==> src/rtl/pc_sequencer.sv <==
// Fetch PC sequencer: walks the PC linearly, applies execute-stage redirects,
// freezes on stall, halts on request or illegal target, and keeps debug counters.
module pc_sequencer #(
  parameter int PC_W   = 9,
  parameter int RCNT_W = 16
) (
  input  logic              clk,
  input  logic              reset,
  input  logic              Stall,
  input  logic              PcSel,
  input  logic [31:0]       BrPC,
  input  logic              HaltReq,
  input  logic              Resume,
  output logic [PC_W-1:0]   Cur_PC,
  output logic              IfValid,
  output logic              Flush,
  output logic              Halted,
  output logic              MisalignErr,
  output logic [RCNT_W-1:0] RedirectCnt,
  output logic [31:0]       FetchCnt
);

  typedef enum logic [1:0] {
    ST_BOOT   = 2'd0,
    ST_RUN    = 2'd1,
    ST_HALTED = 2'd2
  } state_t;

  state_t              state, state_next;
  logic [PC_W-1:0]     pc, pc_next;
  logic                mis_set;
  logic                redirect_take;
  logic                fetch_take;
  logic                target_ok;
  logic [RCNT_W-1:0]   rcnt;
  logic [31:0]         fcnt;
  logic                mis;

  function automatic logic [RCNT_W-1:0] sat_inc(input logic [RCNT_W-1:0] v);
    sat_inc = (&v) ? v : v + RCNT_W'(1);
  endfunction

  function automatic logic [PC_W-1:0] pc_advance(input logic [PC_W-1:0] v);
    pc_advance = v + PC_W'(4);
  endfunction

  // A target is usable only if word aligned and inside the PC address space.
  function automatic logic legal_target(input logic [31:0] t);
    legal_target = (t[1:0] == 2'b00) && (t[31:PC_W] == '0);
  endfunction

  assign target_ok = legal_target(BrPC);

  always_ff @(posedge clk or negedge reset) begin
    if (!reset) begin
      state <= ST_BOOT;
      pc    <= '0;
    end else begin
      state <= state_next;
      pc    <= pc_next;
    end
  end

  always_comb begin
    state_next    = state;
    pc_next       = pc;
    IfValid       = 1'b0;
    Flush         = 1'b0;
    Halted        = 1'b0;
    mis_set       = 1'b0;
    redirect_take = 1'b0;
    fetch_take    = 1'b0;
    case (state)
      ST_BOOT: begin
        state_next = ST_RUN;
      end
      ST_RUN: begin
        IfValid = 1'b1;
        if (HaltReq) begin
          // Writeback halt is older than any execute redirect, so it wins.
          Flush      = 1'b1;
          state_next = ST_HALTED;
        end else if (PcSel && !target_ok) begin
          Flush      = 1'b1;
          mis_set    = 1'b1;
          state_next = ST_HALTED;
        end else if (PcSel) begin
          Flush         = 1'b1;
          pc_next       = BrPC[PC_W-1:0];
          redirect_take = 1'b1;
        end else if (!Stall) begin
          pc_next    = pc_advance(pc);
          fetch_take = 1'b1;
        end
      end
      ST_HALTED: begin
        Halted = 1'b1;
        if (Resume) state_next = ST_RUN;
      end
      default: begin
        state_next = ST_BOOT;
      end
    endcase
  end

  always_ff @(posedge clk or negedge reset) begin
    if (!reset) begin
      mis  <= 1'b0;
      rcnt <= '0;
      fcnt <= '0;
    end else begin
      if (mis_set)       mis  <= 1'b1;
      if (redirect_take) rcnt <= sat_inc(rcnt);
      if (fetch_take)    fcnt <= fcnt + 32'd1;
    end
  end

  assign Cur_PC      = pc;
  assign MisalignErr = mis;
  assign RedirectCnt = rcnt;
  assign FetchCnt    = fcnt;

endmodule

==> config.mk <==
export PLATFORM = sky130hd
export DESIGN_NAME = pc_sequencer
export DESIGN_NICKNAME = d
export VERILOG_FILES = /design/src/rtl/pc_sequencer.sv
export SDC_FILE = /design/constraint.sdc
export NUM_CORES = 1
export LEC_CHECK = 0
export BUFFER_PORTS_ARGS = -buffer_cell sky130_fd_sc_hd__buf_2
export CORE_MARGIN = 4
export CORE_UTILIZATION = 50
export DETAILED_ROUTE_END_ITERATION = 6
export MAX_ROUTING_LAYER = met4
export PLACE_DENSITY = 0.83
export SLEW_MARGIN = 20
export SYNTH_ARGS = -nofsm -noshare
export SYNTH_HDL_FRONTEND = slang
export SYNTH_SLANG_ARGS = --single-unit
==> constraint.sdc <==
create_clock -name clk -period 2.6 [get_ports clk]
set_input_delay 0.39 -clock clk [delete_from_list [all_inputs] [get_ports clk]]
set_output_delay 0.39 -clock clk [all_outputs]
set_load 0.05 [all_outputs]
# --- Yosys cells after proc, flatten, opt, wreduce, memory -nomap -nowiden ---
# Index checks and enable logic that the tools add are counted.
totals:
  ff_bits: 60
  latchBits: 0
  ramBits: 0
  rom_bits: 0
  inputBits: 38
  out_inout_bits: 61
  elab_cells: 49
  n_memories: 0
op_classes:
  add_sub_neg: 3
  n_mul: 0
  div: 0
  n_lt_le_gt_ge: 0
  n_eq_ne: 5
  n_shift: 0
  mux: 23
  bitwise_logic: 3
  n_reduce_logical: 10
op_table:
  columns: ["operator", "n"]
  rows:
  - ["adder 32 x 1 -> 32 bit (second input constant)", 1]
  - ["zero test 23 bit", 1]
  - ["2-to-1 mux 9 bit", 2]
  - ["2-to-1 mux 1 bit", 17]
  - ["adder 16 x 1 -> 16 bit (second input constant)", 1]
  - ["AND reduction 16 bit", 1]
  - ["adder 9 x 3 -> 9 bit (second input constant)", 1]
  - ["2-to-1 mux 2 bit", 3]
  - ["case mux 2 bit (3 select lines)", 1]
  - ["zero test 2 bit", 2]
  - ["AND reduction 2 bit", 2]
  - ["AND reduction 4 bit", 1]
  - ["!= test 3 bit (second input constant)", 1]
  - ["inverter 1 bit", 3]
  - ["equality test 2 x 1 -> 1 bit (second input constant)", 1]
  - ["equality test 2 bit (second input constant)", 1]
  - ["logical AND 1 bit", 2]
  - ["!= test 2 x 1 -> 1 bit (second input constant)", 1]
  - ["!= test 2 bit (second input constant)", 1]
  - ["zero test 1 bit", 1]

# --- Depth between registers and ports, before layout ---
# Gate-level depths: netlist of run 1.
logic_depth:
  depth_word: 8
  mapped_depth: 7

# --- Least setup slack after synthesis of run 1 ---
# Ideal clock, no wire load.
synth_timing:
  kind: "flip-flop to flip-flop"
  startpoint: "register state[1]"
  endpoint: "register rcnt[14] (netlist: RedirectCnt[14])"
  arrival_time_ns: 1.916
  t_required_ns: 2.472
  setup_slack_ns: 0.556
  path_stages_with_launch: 7
  n_path_buf: 1
  period_less_slack_ns: 2.044
  cell_sequence: "dfrtp_1 and2b_2 nand2b_1 buf_2 nor4_4 nand4_1 mux2_1"
synth_between:
  elab_chain_len: 3
synth_rtl:
  columns: ["item", "line_no", "source"]
  rows:
  - ["start: declaration", "29", "state_t state, state_next;"]
  - ["start signal: assignment", "59", "state <= state_next;"]
  - ["equality test 2 x 1 -> 1 bit", "73", "case (state)"]
  - ["2-to-1 mux 1 bit", "73", null]
  - ["AND reduction 2 bit (no line)", null, null]
  - ["end signal: assignment", "113", "if (redirect_take) rcnt <= sat_inc(rcnt);"]
  - ["end: declaration", "35", "logic [RCNT_W-1:0] rcnt;"]
# Every way passes these cells.
# A chain may end at the register's enable or synchronous reset.

# --- Worst setup path after layout of run 1 ---
layout_timing:
  startpoint: "register state[1]"
  endpoint: "register rcnt[11] (netlist: RedirectCnt[11])"
# Same word-level chain as after synthesis.

==> metrics.yaml, run 1 <==
timing:
  timing.fmax_mhz: 499
  finClkSkew_ps: 8.45
  fin_crit_sh: 0.770
  relSlewSlack: 0.597
  final_hold_viol_count: 0
  maxSlewViolCount: 0
  setup_viol: 0
  worst_pin_slew_ps: 605
  finalSetupTns_ps: 0
  rsz0062_at_grt: "false"
  fin_crit_ps: 2000
worst_setup_path:
  crit_path_max_fanout: 9
  r2r_slack_ps: 600
  worstSetupPathType: "register to register"
  startpoint_type: "register"
  cp.required_ps: 2810
  crit_arrival_ps: 2210
  endpoint_kind: "register"
logic_synthesis:
  synth_seq_cells: 60
  yosys.area.top_type: "dfrtp_1"
  synthArstFlopShare: 1.00
  synth.net_count: 328
  syn_avg_cell_area_um2: 10.5
  synth_cell_type_count: 47
  yosys-top-cells-area: "dfrtp_1 50%, xnor2_1 9.0%, xor2_1 3.8%"
  synth_common_cells: "60 x dfrtp_1, 31 x xnor2_1, 25 x nor2_1"
  synth_area_um2: 3020
  synth_top_cell_area_share: 0.497
  ys.flop_type: "dfrtp_1"
  synth_edf_count: 0
  synthCells: 287
  yosys_warnings: 0
  synth_most_common_cell: "dfrtp_1"
  yosysSeqAreaShare: 0.497
pwr:
  leakage_nw: 1.96
  ir_worst_vdd_mv: 0.401
  total_power_w: 0.00257
  powerDensity_nw_per_um2: 674
worst_hold_path:
  hold_path.class: "input pin to async pin"
floorplanning:
  ios: 99
  core_um2: 5890
  rows: 28
  die_area_um2: 7350
  dieWidth_um: 85.7
  start_util: 0.513
  die_y_um: 85.7
cells_and_area:
  drive_gt1_frac: 0.330
  nets: 434
  fillers: 502
  diodes: 0
  design_area_um2: 3820
  area_growth_pct: 26.3
routing:
  first_pass_iters: 4
  drtIter0Drc: 116
  wl_um: 6660
  wl_per_cell_um: 14.1
  drtAntennaViolNets: 0
  vias_per_cell: 5.34
  routed-via-count: 2520
  drc_errors: 0
global_routing:
  grt_max_degree: 37
  antenna_found_initial: 0
  grt_overflow_total: 0
  grtUsageTotal: 0.201
  grt_pass1_wl_um: 11300
  grt_pass1_vias: 2400
cts:
  postCtsSetupRepairBufs: 0
  cts_buffer_depth: 2
  cts_buffers: 9
  tritoncts: "built"
  cts_hold_buf: 0
  htreeDepth: 3
  cts_sinks: 60
  path_clk_slew_ps: 70
  cts-root-buf: "clkbuf_8"
  ctsResizeCount: 0
  worstSkewPairLatency_ps: 330
placed_design:
  dpl.hpwl_um: 5130
  gp_congestion: 0.854
  place_area_um2: 3610
  portBuffers: 98
run:
  cap_violations: 0
status:
  status: "complete, no violations"
[final cells by class]
class,instances,area [um^2],area share
multi-input cells,212,1450,0.381
clock inverters,5,77.6,0.0203
inverters,8,30.0,0.00787
flip-flops and latches,60,1500,0.393
clock buffers,10,128,0.0334
well taps,75,93.8,0.0246
repair buffers,102,533,0.140
[report_power, final]
group,switching (W),internal [W]
logic,0.000441,0.000174
registers,0.0000797,0.00100
clock network,0.000346,0.000531
total,0.000867,0.00171
[state kept, by name, indices dropped and copies added (netlist names)]
signal	count
MisalignErr	1
state	2
Cur_PC	9
RedirectCnt	16
FetchCnt	32
[critical path, stage by stage, from the launching register on]
cell and delay, ps:
dfrtp_1 380, and2b_2 250, nand2b_1 230, nor4_4 510, buf_4 240, nand4_1 110
xnor2_1 150
[cell usage in the layout (no fill, tap or decap), drive strengths merged, types with 3 or more instances in the layout]
cell type  count
and4           4
nor4           9
mux2           3
nor2b          5
and3           8
o21bai         3
nand2         23
buf          102
nand3         19
o21ai          5
a21oi          7
clkbuf        10
inv            8
nor3           8
nand4         18
mux2i          3
nor2          25
nand2b         3
ha             3
dfrtp         60
xnor2         31
xor2          13
o2111ai        3
[per-stage QoR]
step                      worst slack, ps  hold slack, ps  utilization  std cells
after floorplan                       556            94.4            -        287
after global placement                439             416        0.614        457
after detailed placement              355             420        0.614        457
after CTS                             579            59.4        0.649        472
after global routing                  423            81.5        0.649        472
final                                 597            54.7        0.649        472
[path summary, 6_finish.rpt]
check,startpoint,to,cells after the start
max,state[1],RedirectCnt[11],6
min,reset,FetchCnt[8],1
max reg2reg,state[1],RedirectCnt[11],6
min reg2reg,MisalignErr,MisalignErr,1
max in group asynchronous,reset,FetchCnt[1],2
min in group clk,Resume,state[0],3
[cells by family (layout without fill, tap and decap cells)]
group	count (synthesis)	after routing	synth area share
compound gates	27	27	0.0613
xor+xnor	44	44	0.128
fa+ha+maj	3	3	0.0124
buf+inv	15	125	0.0219
flops	60	60	0.497
mux	6	6	0.0211
simple gates	132	132	0.259
[metal layers]
metal | up-vias | routed length (um) | global-route usage
li1 | 1231 | - | -
met3 | 8 | 328 | 0.0355
met1 | 1215 | 2880 | 0.259
met4 | 0 | 91 | 0.0791
met2 | 66 | 3370 | 0.316
met5 | - | 0 | -
Power figures use the tool's default switching activity.
==> run 2, diff against run 1 <==
clock period = 1.9 ns   (was 2.6 ns; I/O delays follow)
==> run 2 against run 1 <==
Effect of this change:
- design area up 2.7%
- die area unchanged
- highest routed layer unchanged
- maximum frequency up 14%
- sequential share of layout area down 0.76 points
- final cell count up 3.6%
- register-to-register slack worse by 450 ps
==> metrics.yaml, run 2 (synthesis gave the netlist of run 1 again) <==
timing:
  final_hold_viol_count: 0
  timing.fmax_mhz: 569
  finClkSkew_ps: 8.03
  worst_pin_slew_ps: 300
  rsz0062_at_grt: "false"
  fin_crit_sh: 0.924
  maxSlewViolCount: 0
  setup_viol: 0
  fin_crit_ps: 1760
  relSlewSlack: 0.798
global_routing:
  antenna_found_initial: 0
  grt_pass1_vias: 2667
  grt_max_degree: 61
  grt_pass1_wl_um: 12500
  grt_overflow_total: 0
  grtUsageTotal: 0.216
pwr:
  ir_worst_vdd_mv: 0.613
  total_power_w: 0.00338
  leakage_nw: 2.01
  powerDensity_nw_per_um2: 862
routing:
  wl_um: 7150
  drc_errors: 0
  routed-via-count: 2582
  wl_per_cell_um: 14.6
  first_pass_iters: 4
  drtIter0Drc: 78
  vias_per_cell: 5.28
  drtAntennaViolNets: 0
floorplanning:
  core_um2: 5890
  die_y_um: 85.7
  rows: 28
  start_util: 0.513
  ios: 99
  die_area_um2: 7350
  dieWidth_um: 85.7
cts:
  cts-root-buf: "clkbuf_8"
  worstSkewPairLatency_ps: 330
  ctsResizeCount: 0
  cts_buffers: 9
  cts_sinks: 60
  path_clk_slew_ps: 70
  htreeDepth: 3
  tritoncts: "built"
  cts_buffer_depth: 2
cells_and_area:
  final_common_cell: "buf_2"
  nets: 450
  largest_reg_flops: 32
  area_growth_pct: 29.7
  fillers: 467
  diodes: 0
  drive_gt1_frac: 0.370
  final_cell_mix: "98 x buf_2, 52 x dfrtp_1, 31 x xnor2_1, 25 x nor2_1, 22 x nand2_1"
  utilization: 0.666
placed_design:
  dpl.hpwl_um: 5390
  gp_congestion: 0.876
  portBuffers: 98
worst_setup_path:
  r2r_end: "FetchCnt[25]"
  r2r-start: "FetchCnt[16]"
  r2r_cells: 6
  cp.required_ps: 2140
  worstSetupPathType: "register to register"
  startpoint_type: "register"
  crit_path_max_fanout: 5
  crit_arrival_ps: 2000
  endpoint_kind: "register"
  r2r_slack_ps: 140
worst_hold_path:
  min_path_cells: 3
  hold_end: "state[0]"
  holdCritStartpoint: "Resume"
  hold_path.class: "input pin to register"
run:
  cap_violations: 0
status:
  status: "complete, no violations"
==> run 2: cell count changes in the layout (fill, tap and decap cells not counted) <==
| cell | change |
|---|---|
| and2b_2 | -1 |
| and2b_4 | +1 |
| clkbuf_1 | +2 |
| dlygate4sd3_1 | +1 |
| dfrtp_2 | +8 |
| bufinv_16 | -2 |
| buf_4 | +15 |
| clkbuf_8 | +2 |
| dfrtp_1 | -8 |
| clkinvlp_4 | -1 |
==> run 2: area by class of cell <==
class                   count  area, um^2  share of cell area
clock buffers              14         163              0.0415
clock inverters             2        10.0             0.00255
inverters                   8        30.0             0.00766
multi-input cells         212        1460               0.371
flip-flops and latches     60        1510               0.386
well taps                  75        93.8              0.0239
repair buffers            118         656               0.167
==> run 2: what timing repair did <==
| action | 4_1_cts | 5_1_grt |
|---|---|---|
| hold buffers | 1 | 0 |
| setup endpoints to repair | 0 | 1 |
| endpoints found under the hold margin | 60 | 0 |
| buffers inserted | 0 | 1 |
==> run 2: layer usage <==
layer  GRT usage  wire length, um  vias to the layer above
met2       0.350             3640                       69
met1       0.273             3090                     1235
li1            -                -                     1272
met3      0.0394              363                        6
met4      0.0777               66                        0
met5           -                0                        -
==> run 2: how the worst max path moves through the flow <==
stage / startpoint / endpoint / slack, ps
floorplan: state[1] / RedirectCnt[14] / -50
global placement: BrPC[1] / RedirectCnt[14] / 60
detailed placement: PcSel / FetchCnt[29] / 0.8
CTS: FetchCnt[6] / FetchCnt[29] / 40
global route: state[1] / RedirectCnt[11] / 40
finish: FetchCnt[16] / FetchCnt[25] / 140
==> run 2: critical path, stage by stage (launching register included) <==
cell and delay [ps]:
dfrtp_1 420, and4_1 280, and4_1 280, nand4_1 190, buf_4 210, nor2_1 130
xor2_1 170
==> run 2: per-stage QoR <==
stage	setup TNS [ps]	setup WS (ps)	area, um^2	hold slack (ps)	std cells
global placement	0	55.8	3730	315	471
global route	0	38.5	3920	229	489
detailed placement	0	0.840	3730	316	471
finish	0	144	3920	219	489
floorplan	-47.3	-47.3	3040	-10.6	287
CTS	0	38.3	3910	215	488
==> run 2: where the power goes <==
| group | leakage, nW | switching [W] | total (W) | internal (W) |
|---|---|---|---|---|
| logic | 1.13 | 0.000617 | 0.000888 | 0.000272 |
| clock network | 0.0905 | 0.000472 | 0.00101 | 0.000542 |
| registers | 0.790 | 0.000102 | 0.00147 | 0.00137 |
==> run 3, diff against run 2 <==
clock period = 1.65 ns   (was 1.9 ns; I/O delays follow)
==> run 3 against run 2 <==
Effect of this change:
- global-route usage fell by 0.39 points
- combinational power increased by 36%
- sequential cell count unchanged
- first-iteration DRC count is 50% higher
- critical path depth is the same
- highest routed layer unchanged
- core utilization up 7.5 points
- the run now ends with negative setup slack left
- critical path type unchanged
- largest power group unchanged
- non-clock buffer count up 24
- largest cell class is now multi-input gates
==> metrics.yaml, run 3 (synthesis gave the netlist of run 1 again) <==
floorplanning:
  core_um2: 5890
  die_area_um2: 7350
  die_y_um: 85.7
  dieWidth_um: 85.7
  ios: 99
  start_util: 0.513
  rows: 28
global_routing:
  grt_pass1_wl_um: 12100
  grt_overflow_total: 0
  grt_max_degree: 61
  grtUsageTotal: 0.212
  grtUsageMet2: 0.340
  antenna_found_initial: 0
  grt_pass1_vias: 2629
  met1_usage: 0.264
  top_usage_layer: "met2"
  met3_usage: 0.0413
timing:
  fin_crit_ps: 1650
  worst_pin_slew_ps: 329
  setup_ws_ps: -3.40
  timing.fmax_mhz: 605
  fin_crit_sh: 1.00
  finClkSkew_ps: 8.46
  setup_viol: 1
  finalSetupTns_ps: -3.40
  final_hold_viol_count: 0
  maxSlewViolCount: 0
  rsz0062_at_grt: "true"
  whs_ps: 186
  relSlewSlack: 0.780
cts:
  cts_buffers: 9
  cts_sinks: 60
  tritoncts: "built"
  htreeDepth: 3
  cts-root-buf: "clkbuf_8"
  worstSkewPairLatency_ps: 340
  cts_buffer_depth: 2
  path_clk_slew_ps: 70
routing:
  drtAntennaViolNets: 0
  drtIter0Drc: 117
  vias_per_cell: 5.26
  wl_per_cell_um: 14.5
  routed-via-count: 2699
  wl_um: 7450
  first_pass_iters: 4
  drc_errors: 0
worst_setup_path:
  r2r_end: "RedirectCnt[14]"
  worstPathCellList: "and2b_4 -> nand2b_4 -> nor4_4 -> buf_6 -> nand4_1 -> mux2_4"
  r2r_cells: 6
  endpoint_kind: "register"
  critPathBufInv: 1
  r2r-start: "state[1]"
  crit_path_max_fanout: 7
  cp_top_family: "simple AND/OR/NAND/NOR gates"
  cp.required_ps: 1870
  crit_arrival_ps: 1880
  worstSetupPathType: "register to register"
  r2r_slack_ps: -3
  cpPeakStageDelay_ps: 380
  cp_slowest_cell: "dfrtp_1"
  startpoint_type: "register"
pwr:
  pwr-share-clk: 0.340
  switching_power_w: 0.00147
  leakage_nw: 2.20
  powerDensity_nw_per_um2: 1020
  switching_share: 0.332
  intPower_w: 0.00296
  power_frac_comb: 0.272
  ir_worst_vdd_mv: 0.657
  p_seq_frac: 0.387
  total_power_w: 0.00443
cells_and_area:
  final_cell_mix: "97 x buf_2, 34 x buf_4, 32 x dfrtp_1, 29 x xnor2_1, 28 x dfrtp_2"
  largest_reg_flops: 32
  area_growth_pct: 44.3
  diodes: 0
  nets: 474
  final_common_cell: "buf_2"
  layoutNonFillerInstCount: 513
  design_area_um2: 4360
  drive_gt1_frac: 0.502
placed_design:
  gp_congestion: 0.833
  place_area_um2: 3910
  dpl.hpwl_um: 5410
  dpl.cell_count: 484
  portBuffers: 98
run:
  cap_violations: 0
status:
  violations: "negative setup slack"
  status: "finished, violations left"
worst_hold_path:
  hold_end: "state[0]"
  hold_path.class: "input pin to register"
  holdCritStartpoint: "Resume"
  min_path_cells: 3
## run 3: changes by cell type in the layout (fill, tap and decap cells not counted), moves of 6 or more
cell | before | now
nand3_2 | 0 | 6
dfrtp_1 | 52 | 32
buf_4 | 18 | 34
dfrtp_2 | 8 | 28
buf_6 | 0 | 6
nand3_1 | 19 | 12
## run 3: layer usage
metal  vias up  part of all wire
li1       1312                 -
met1      1280              0.42
met2        93              0.50
met3        14             0.063
met4         0             0.021
met5         -                 0
## run 3: power by group through the flow
stage | sequential (W) | combinational (W) | clock, W
5_1_grt | 0.00173 | 0.00129 | 0.00162
4_1_cts | 0.00172 | 0.00112 | 0.00153
3_3_place_gp | 0.00174 | 0.00105 | 0
3_5_place_dp | 0.00175 | 0.00108 | 0
6_report | 0.00171 | 0.00121 | 0.00151
2_1_floorplan | 0.00201 | 0.000461 | 0
## run 3: worst min-delay path, cell delays in order
cell and delay [ps]:
buf_2 80, nor2b_1 50, o21bai_1 110
## run 3: repair_timing
action / CTS / global route
setup endpoints to repair: 13 / 26
hold buffers: 1 / 0
pin swaps: 2 / 16
gates cloned: 0 / 1
resized for setup: 8 / 16
setup buffers: 0 / 11
endpoints found under the hold margin: 60 / 0
## run 3: per-stage QoR
step / util / setup slack, ps
finish: 0.741 / -3.40
global route: 0.741 / -79.1
CTS: 0.709 / 5.38
detailed placement: 0.664 / -206
global placement: 0.664 / -147
floorplan: - / -295
## run 3: final cells by class
class                      count  area (um^2)
multi-input combinational    212         1570
sequential                    60         1540
tap                           75         93.8
fill                         417         1530
inverter                       8         30.0
timing repair buffer         142          898
clock buffer                  13          159
clock inverter                 3         68.8
## run 3: worst max path at each step
stage / from / end / depth (start not counted)
after floorplan: state[1] / RedirectCnt[14] / 6
after global placement: BrPC[1] / RedirectCnt[14] / 7
after detailed placement: BrPC[10] / RedirectCnt[8] / 8
after CTS: state[1] / RedirectCnt[14] / 6
after global routing: FetchCnt[8] / FetchCnt[21] / 5
final: state[1] / RedirectCnt[14] / 6
